**src/rtl/sr_command_driver.sv**
```systemverilog
// Command driver for an SR flip-flop: turns requested levels into non-overlapping
// registered set/reset pulses, then reads q/q_bar back and raises sticky error flags.
module sr_command_driver #(
   parameter int HOLD_W    = 8,
   parameter int PULSE_LEN = 1,
   parameter int SETTLE    = 1
) (
   input  logic              clk,
   input  logic              reset,
   input  logic              req_valid,
   output logic              req_ready,
   input  logic              req_level,
   input  logic [HOLD_W-1:0] req_hold,
   input  logic              err_clr,
   input  logic              q,
   input  logic              q_bar,
   output logic              s,
   output logic              r,
   output logic              expected_q,
   output logic              busy,
   output logic              done,
   output logic              err_mismatch,
   output logic              err_illegal
);

   localparam int PS_MAX = (PULSE_LEN > SETTLE) ? PULSE_LEN : SETTLE;
   localparam int PS_W   = $clog2(PS_MAX + 1);
   localparam int CNT_W  = (PS_W > HOLD_W) ? PS_W : HOLD_W;

   typedef enum logic [2:0] {
      ST_IDLE,
      ST_PULSE,
      ST_SETTLE,
      ST_CHECK,
      ST_HOLD
   } state_e;

   state_e             state_q, state_d;
   logic [CNT_W-1:0]   cnt_q, cnt_d;
   logic [HOLD_W-1:0]  hold_q, hold_d;
   logic               level_q, level_d;
   logic               exp_q, exp_d;
   logic               s_q, s_d;
   logic               r_q, r_d;
   logic               done_q, done_d;
   logic               mis_q, mis_d;
   logic               ill_q, ill_d;

   always_comb begin
      state_d = state_q;
      cnt_d   = cnt_q;
      hold_d  = hold_q;
      level_d = level_q;
      exp_d   = exp_q;
      done_d  = 1'b0;
      // Clear first so a detection in the same cycle overrides it.
      mis_d   = err_clr ? 1'b0 : mis_q;
      ill_d   = err_clr ? 1'b0 : ill_q;

      case (state_q)
         ST_IDLE: begin
            if (req_valid) begin
               level_d = req_level;
               hold_d  = req_hold;
               if (req_level != exp_q) begin
                  exp_d   = req_level;
                  state_d = ST_PULSE;
                  cnt_d   = CNT_W'(PULSE_LEN - 1);
               end else begin
                  state_d = ST_CHECK;
               end
            end
         end
         ST_PULSE: begin
            if (cnt_q == '0) begin
               state_d = ST_SETTLE;
               cnt_d   = CNT_W'(SETTLE - 1);
            end else begin
               cnt_d = cnt_q - CNT_W'(1);
            end
         end
         ST_SETTLE: begin
            if (cnt_q == '0) state_d = ST_CHECK;
            else             cnt_d   = cnt_q - CNT_W'(1);
         end
         ST_CHECK: begin
            if (q == q_bar)         ill_d = 1'b1;
            else if (q != level_q)  mis_d = 1'b1;
            if (hold_q != '0) begin
               state_d = ST_HOLD;
               cnt_d   = CNT_W'(hold_q) - CNT_W'(1);
            end else begin
               state_d = ST_IDLE;
               done_d  = 1'b1;
            end
         end
         ST_HOLD: begin
            if (cnt_q == '0) begin
               state_d = ST_IDLE;
               done_d  = 1'b1;
            end else begin
               cnt_d = cnt_q - CNT_W'(1);
            end
         end
         default: state_d = ST_IDLE;
      endcase

      // s/r derive from the next state so they are registered and mutually exclusive.
      s_d = (state_d == ST_PULSE) &&  level_d;
      r_d = (state_d == ST_PULSE) && !level_d;
   end

   always_ff @(posedge clk or negedge reset) begin
      if (!reset) begin
         state_q <= ST_IDLE;
         cnt_q   <= '0;
         hold_q  <= '0;
         level_q <= 1'b0;
         exp_q   <= 1'b0;
         s_q     <= 1'b0;
         r_q     <= 1'b0;
         done_q  <= 1'b0;
         mis_q   <= 1'b0;
         ill_q   <= 1'b0;
      end else begin
         state_q <= state_d;
         cnt_q   <= cnt_d;
         hold_q  <= hold_d;
         level_q <= level_d;
         exp_q   <= exp_d;
         s_q     <= s_d;
         r_q     <= r_d;
         done_q  <= done_d;
         mis_q   <= mis_d;
         ill_q   <= ill_d;
      end
   end

   assign req_ready    = (state_q == ST_IDLE);
   assign busy         = (state_q != ST_IDLE);
   assign s            = s_q;
   assign r            = r_q;
   assign expected_q   = exp_q;
   assign done         = done_q;
   assign err_mismatch = mis_q;
   assign err_illegal  = ill_q;

endmodule
```
**config.mk**
```make
export PLATFORM = sky130hd
export DESIGN_NAME = sr_command_driver
export DESIGN_NICKNAME = d
export VERILOG_FILES = /design/src/rtl/sr_command_driver.sv
export SDC_FILE = /design/constraint.sdc
export NUM_CORES = 1
export LEC_CHECK = 0
export CAP_MARGIN = 30
export CORE_MARGIN = 2
export CORE_UTILIZATION = 45
export CTS_BUF_LIST = sky130_fd_sc_hd__clkbuf_8
export DETAILED_ROUTE_END_ITERATION = 6
export PLACE_DENSITY = 0.68
export SYNTH_ARGS = -nofsm -noshare
export SYNTH_HDL_FRONTEND = slang
export SYNTH_SLANG_ARGS = --single-unit
```
**constraint.sdc**
```tcl
create_clock -name clk -period 5.75 [get_ports clk]
set_input_delay 0.575 -clock clk [delete_from_list [all_inputs] [get_ports clk]]
set_output_delay 0.575 -clock clk [all_outputs]
set_load 0.02 [all_outputs]
```
==> results of run 1 <==
[critical path, stage by stage]
cell and delay, ns:
clkdlybuf4s50_1 0.50, or4b_1 0.72, or2_1 0.37, nand4_2 0.19
o41ai_1 0.11, a22o_1 0.21
[through the flow]
| step | cell area, µm² | power [W] | setup WS, ns |
|---|---|---|---|
| after detailed placement | 1767 | 0.0009740 | 2.994 |
| after global placement | 1767 | 0.0009556 | 3.057 |
| after floorplan | 1513 | 0.0008172 | 3.790 |
| after CTS | 1838 | 0.001128 | 3.267 |
| after global routing | 1838 | 0.001225 | 3.099 |
| final | 1838 | 0.001130 | 3.262 |
[worst paths after layout]
kind	startpoint	endpoint	slack [ns]
max	req_valid	cnt_q[2]$_DFFE_PN0P_	3.26
min	expected_q$_DFFE_PN0P_	expected_q$_DFFE_PN0P_	0.53
max reg2reg	cnt_q[0]$_DFFE_PN0P_	cnt_q[2]$_DFFE_PN0P_	3.26
min reg2reg	expected_q$_DFFE_PN0P_	expected_q$_DFFE_PN0P_	0.53
max in group asynchronous	reset	hold_q[6]$_DFFE_PN0P_	4.83
min in group asynchronous	reset	state_q[0]$_DFF_PN0_	0.66
[final cells by class]
type	count	area (µm²)	share of cell area (%)
Clock buffer	3	41.29	2.246
Clock inverter	1	30.03	1.634
Sequential cell	26	650.6	35.40
Multi-Input combinational cell	112	793.3	43.16
Inverter	10	37.54	2.042
Timing Repair Buffer	23	227.7	12.39
Tap cell	46	57.56	3.131
[logic make-up (layout without fill, tap and decap cells)]
family                     Yosys count  in the layout  synth area share (%)
DFF                                 26             26                 43.01
and+or+nand+nor                     53             53                 18.94
adders and majority gates            3              3                 2.482
buffers and inverters               16             37                 4.549
muxes                                8              8                 5.955
xor gates and xnor gates            10             10                 5.790
AOI/OAI and AO/OA                   38             38                 19.27
[power by group through the flow]
stage / registers [W] / clock network [W] / logic (W)
2_1_floorplan: 0.000333 / 0 / 0.000484
3_3_place_gp: 0.000353 / 0 / 0.000602
3_5_place_dp: 0.000357 / 0 / 0.000617
4_1_cts: 0.000354 / 0.000154 / 0.000619
5_1_grt: 0.000369 / 0.000164 / 0.000693
6_report: 0.000355 / 0.000154 / 0.000621
[layout by cell type (no fill, tap or decap), types with 4 or more instances in the layout]
cell type | netlist | routed
xor2_1 | 4 | 4
o22ai_1 | 4 | 4
nor2b_1 | 4 | 4
xnor2_1 | 6 | 6
a21oi_1 | 4 | 4
inv_1 | 10 | 10
clkdlybuf4s50_1 | 0 | 22
o21ai_1 | 4 | 4
nand2_1 | 12 | 12
dfrtp_1 | 26 | 26
nor2_1 | 15 | 15
mux2_2 | 6 | 6
nor3_1 | 4 | 4
o22a_1 | 4 | 4
[per-layer routing]
layer | global-route usage [%] | vias to the layer above | wire length [µm] | share of wire, %
met5 | 0 | - | 0 | 0
met2 | 30.95 | 45 | 1666 | 49
met4 | 7.295 | 0 | 57 | 1.7
met1 | 27.43 | 612 | 1539 | 45
li1 | - | 594 | - | -
met3 | 1.863 | 7 | 147 | 4.3
[state kept, by name, indices dropped and copies added (netlist names)]
signal        count
expected_q        1
done              1
r                 1
err_mismatch      1
s                 1
err_illegal       1
state_q           3
level_q           1
cnt_q             8
hold_q            8
==> run summary, run 1 <==
Vias: 1258
Max VDD drop: 0.2632 mV
DRC: 0
Setup Crit Path Kind: primary input to flip-flop
Avg Cell Area, Syn: 9.823 µm²
setup repair bufs after CTS: 0
Initial Util: 46.06%
Flop pwr share: 31.4%
grt total ovfl: 0
Synth area leader: dfrtp_1
crit path capture type: flip-flop
dpl cells: 217
antenna violations before repair: 0
slew margin rel.: 51.27%
WHS: 0.5289 ns
Hold Path Class: flip-flop to flip-flop
Detailed Route WL: 3.411 mm
ANT cells: 0
Net Sw Power: 0.0004895 W
Detailed Routing Iterations Pass 1: 4
Post-CTS Hold Buffers: 0
Crit path required time: 5.92 ns
IO Count: 23
Fmax: 402.0 MHz
r2r worst-path depth: 7
Layout Cells excl Fill: 221
gpl congestion: 0.8312
largest net degree at the start of global routing: 27
total track usage: 19.47%
part of the power in combinational logic: 55.0%
initial drt markers: 95
Leak: 0.7525 nW
Setup crit start kind: primary input
Tcrit/Tclk final: 43.27%
global-route wire length before repair: 5.471 mm
vias in the first global route: 1172
IO Port Bufs: 22
Core Util, Final: 55.96%
register area share after synthesis: 43.01%
top cell type's share of synthesized area: 43.01%
Die W: 61.98 µm
core area: 0.003284 mm²
Max Buffers Root-to-Sink: 2
synth top area cells: dfrtp_1 (43%), mux2_2 (4.5%), nor2_1 (3.7%)
CTS tree: done
Clock Power Share: 13.6%
Syn Inst Count: 154
Die Area: 0.003842 mm²
Internal: 0.0006403 W
vias per cell: 5.692
Layout fillers: 287
outcome: complete, no violations
Synth Flop Type: dfrtp_1
Worst-Skew Late Latency: 0.28 ns
skew final: 0.006251 ns
most common cell in the netlist: dfrtp_1
Post-synth EDFFs: 0
Synth Register Bits: 26
num rows: 21
H-tree Lvls: 1
Netlist cell types: 48
Tmin final: 2.488 ns
post-route ant nets: 0
commonest cells in the synthesized netlist: dfrtp_1 (26), nor2_1 (15), nand2_1 (12), inv_1 (10)
Layout Nets: 194
P&R area growth vs syn: 21.51%
hold depth: 2
# resized after CTS: 0
# setup viols final: 0
final hold vios: 0
syn nets: 172
RSZ-0062 raised after global routing: false
WP data arrival: 2.66 ns
yosys warns: 0
Power Dens Cells: 614.7 mW/mm²
layout cell share with drive strength beyond 1: 11.43%
largest fanout on the critical path: 13
Final Max Slew Viols: 0
clock-pin slew on the worst setup and hold paths: 0.10 ns
CTS Root Cell: clkbuf_8
wire length per cell: 15.43 µm
dpl hpwl: 2.576 mm
Netlist Area Pre-Place: 0.001513 mm²
async set-reset flop share out of synthesis: 100.0%
die height: 61.98 µm
setup_tns: 0 ns
slew at the pin closest to its max-slew limit: 0.7282 ns
switch share: 43.32%
CTS Buf Count: 3
CTS sink cnt: 26
MaxCap Viol Count: 0
No activity file was read; power rests on OpenSTA's default activity.
==> run 2, diff against run 1 <==
--- a/config.mk
+++ b/config.mk
@@ -10,7 +10,7 @@
 export CORE_UTILIZATION = 45
 export CTS_BUF_LIST = sky130_fd_sc_hd__clkbuf_8
 export DETAILED_ROUTE_END_ITERATION = 6
-export PLACE_DENSITY = 0.68
+export PLACE_DENSITY = 0.71
 export SYNTH_ARGS = -nofsm -noshare
 export SYNTH_HDL_FRONTEND = slang
 export SYNTH_SLANG_ARGS = --single-unit
==> constraint.sdc (replaced) <==
create_clock -name clk -period 2.2 [get_ports clk]
set_input_delay 0.22 -clock clk [delete_from_list [all_inputs] [get_ports clk]]
set_output_delay 0.22 -clock clk [all_outputs]
set_load 0.02 [all_outputs]
==> run 2 against run 1 <==
  * Via count grew 1.1%
  * Cell count is 3.2% higher
  * Clock-buffer cell count unchanged
  * Sequential share of layout area fell by 1.3 points
  * Clock skew up 0.0021 ns
  * Non-clock buffer count is 7 higher
  * Wire length increased by 4.0%
  * Design area grew 3.9%
  * Sequential power rose to 2.6 times the previous value
  * Register-to-register slack got worse by 3.2 ns
  * Largest cell class unchanged
  * Largest power group unchanged
==> run summary, run 2 (synthesis gave the netlist of run 1 again) <==
outcome: complete, no violations
Die Area: 0.003842 mm² (unchanged)
Setup crit start kind: flip-flop
wire length per cell: 15.56 µm (+0.82%)
Worst path max stage delay: 0.59 ns (-0.13 ns)
crit path buf inv count: 1 (unchanged)
Register Area: 651.9 µm² (+0.19%)
Power Dens Cells: 1665 mW/mm² (+170%)
Initial Util: 46.06% (unchanged)
WP data arrival: 2.29 ns (-0.37 ns)
part of the power in combinational logic: 58.2% (+3.2 points)
ANT cells: 0 (unchanged)
Detailed Route WL: 3.548 mm (+4.0%)
MaxCap Viol Count: 0 (unchanged)
# resized after CTS: 0 (unchanged)
clock-pin slew on the worst setup and hold paths: 0.10 ns (about the same)
IO Count: 23 (unchanged)
grt total ovfl: 0 (unchanged)
vias in the first global route: 1201 (+2.5%)
Design Power: 0.003182 W (+180%)
cell family with most CP delay: simple AND/OR/NAND/NOR gates
Internal: 0.001822 W (+180%)
IO Port Bufs: 22 (unchanged)
H-tree Lvls: 1 (unchanged)
Final Max Slew Viols: 0 (unchanged)
initial drt markers: 142 (+49%)
CTS Root Cell: clkbuf_8
switch share: 42.73% (-0.59 points)
Layout Nets: 201 (+3.6%)
setup repair bufs after CTS: 0 (unchanged)
Max VDD drop: 0.7935 mV (+200%)
Post-CTS Hold Buffers: 0 (unchanged)
Cell Chain, Critical Path: or4_4 -> o211a_4 -> nor2_2 -> clkdlybuf4s15_2 -> o21ai_1 -> o2bb2ai_2
GR peak layer: met2
DRC: 0 (unchanged)
Clock Power Share: 12.8% (-0.8 points)
dpl hpwl: 2.614 mm (+1.5%)
CTS tree: done
RSZ-0062 raised after global routing: false
global-route wire length before repair: 5.554 mm (+1.5%)
Net Sw Power: 0.001360 W (+180%)
post-route ant nets: 0 (unchanged)
Leak: 0.7813 nW (+3.8%)
total track usage: 19.92% (+0.46 points)
Max Buffers Root-to-Sink: 2 (unchanged)
Crit path required time: 2.38 ns (-3.54 ns)
Detailed Routing Iterations Pass 1: 4 (unchanged)
die height: 61.98 µm (unchanged)
CTS sink cnt: 26 (unchanged)
met3 GRT Util: 2.692% (+0.83 points)
Worst-Skew Late Latency: 0.28 ns (about the same)
Hold Path Class: primary input to asynchronous set/reset pin
Core Util, Final: 58.17% (+2.2 points)
skew final: 0.008389 ns (+0.002138 ns)
Placement Setup Slack: 0.1204 ns (-2.873 ns)
Flop pwr share: 29.0% (-2.4 points)
Worst path slowest cell: or4_4
final hold vios: 0 (unchanged)
Die W: 61.98 µm (unchanged)
Setup WS post-layout: 0.09075 ns (-3.171 ns)
setup_tns: 0 ns (unchanged)
Largest regs: cnt_q x8, hold_q x8, state_q x3
Layout Cells excl Fill: 228 (+3.2%)
met1 GRT Util: 26.88% (-0.54 points)
gpl congestion: 0.9604 (+16%)
Tmin final: 2.109 ns
Fmax: 474.1 MHz
Multi-input gate area: 808.3 µm² (+1.9%)
num rows: 21 (unchanged)
crit path capture type: flip-flop
Vias: 1272 (+1.1%)
largest net degree at the start of global routing: 27 (unchanged)
vias per cell: 5.579 (-2.0%)
Layout fillers: 281 (-2.1%)
Setup Crit Path Kind: flip-flop to flip-flop
dpl cells: 223 (+2.8%)
largest fanout on the critical path: 8 (-5)
# setup viols final: 0 (unchanged)
M2 GR Usage: 30.95% (unchanged)
most frequent cells in the layout: dfrtp_1 (25), clkdlybuf4s50_1 (22), nor2_1 (13)
Tcrit/Tclk final: 95.88%
layout cell share with drive strength beyond 1: 17.03% (+5.6 points)
slew margin rel.: 72.43% (+21 points)
commonest non-fill, non-tap cell in the layout: dfrtp_1
slew at the pin closest to its max-slew limit: 0.4104 ns (-0.3178 ns)
antenna violations before repair: 0 (unchanged)
core area: 0.003284 mm² (unchanged)
CTS Buf Count: 3 (unchanged)
P&R area growth vs syn: 26.30%
-- run 2: final cells by class --
| type | count | share of cell area, % |
|---|---|---|
| clock buffers | 3 | 2.161 |
| clock inverters | 1 | 1.572 |
| inverters | 10 | 1.965 |
| multi-input cells | 112 | 42.31 |
| flip-flops and latches | 26 | 34.12 |
| well taps | 46 | 3.012 |
| repair buffers | 30 | 14.87 |
-- run 2: worst reg2reg max path, cell delays in order, from the launching register on --
cell and delay [ns]:
dfrtp_1 0.47, or4_4 0.59, o211a_4 0.29, nor2_2 0.14, clkdlybuf4s15_2 0.28, o21ai_1 0.11
o2bb2ai_2 0.13
-- run 2: path summary, 6_finish.rpt --
| path | from | to | slack (ns) | cells past startpoint |
|---|---|---|---|---|
| worst min register to register | hold_q[1]$_DFFE_PN0P_ | hold_q[1]$_DFFE_PN0P_ | 0.53 | 1 |
| min in group clk | hold_q[1]$_DFFE_PN0P_ | hold_q[1]$_DFFE_PN0P_ | 0.53 | 1 |
| worst max register to register | cnt_q[3]$_DFFE_PN0P_ | cnt_q[7]$_DFFE_PN0P_ | 0.09 | 6 |
| max in group asynchronous | reset | state_q[1]$_DFF_PN0_ | 1.64 | 2 |
| worst max-delay path | cnt_q[3]$_DFFE_PN0P_ | cnt_q[7]$_DFFE_PN0P_ | 0.09 | 6 |
| worst min-delay path | reset | done$_DFF_PN0_ | 0.30 | 2 |
-- run 2: through the flow --
stage / hold slack [ns] / area, µm²
finish: 0.3006 / 1911
global route: 0.3359 / 1911
CTS: 0.3213 / 1883
detailed placement: 0.5141 / 1812
global placement: 0.5068 / 1812
floorplan: -0.07559 / 1513
-- run 2: per-layer routing --
metal | vias up | share of wire (%) | wire [µm]
met5 | - | 0 | 0
met4 | 0 | 3.2 | 112
met3 | 12 | 3.3 | 118
met2 | 38 | 47 | 1673
met1 | 611 | 46 | 1643
li1 | 611 | - | -
-- run 2: power by group through the flow --
stage	clock [W]	sequential [W]	combinational, W
after floorplan	0	0.000870	0.00127
after global placement	0	0.000907	0.00170
after detailed placement	0	0.000920	0.00175
after CTS	0.000409	0.000913	0.00176
after global routing	0.000432	0.000956	0.00203
final	0.000407	0.000924	0.00185
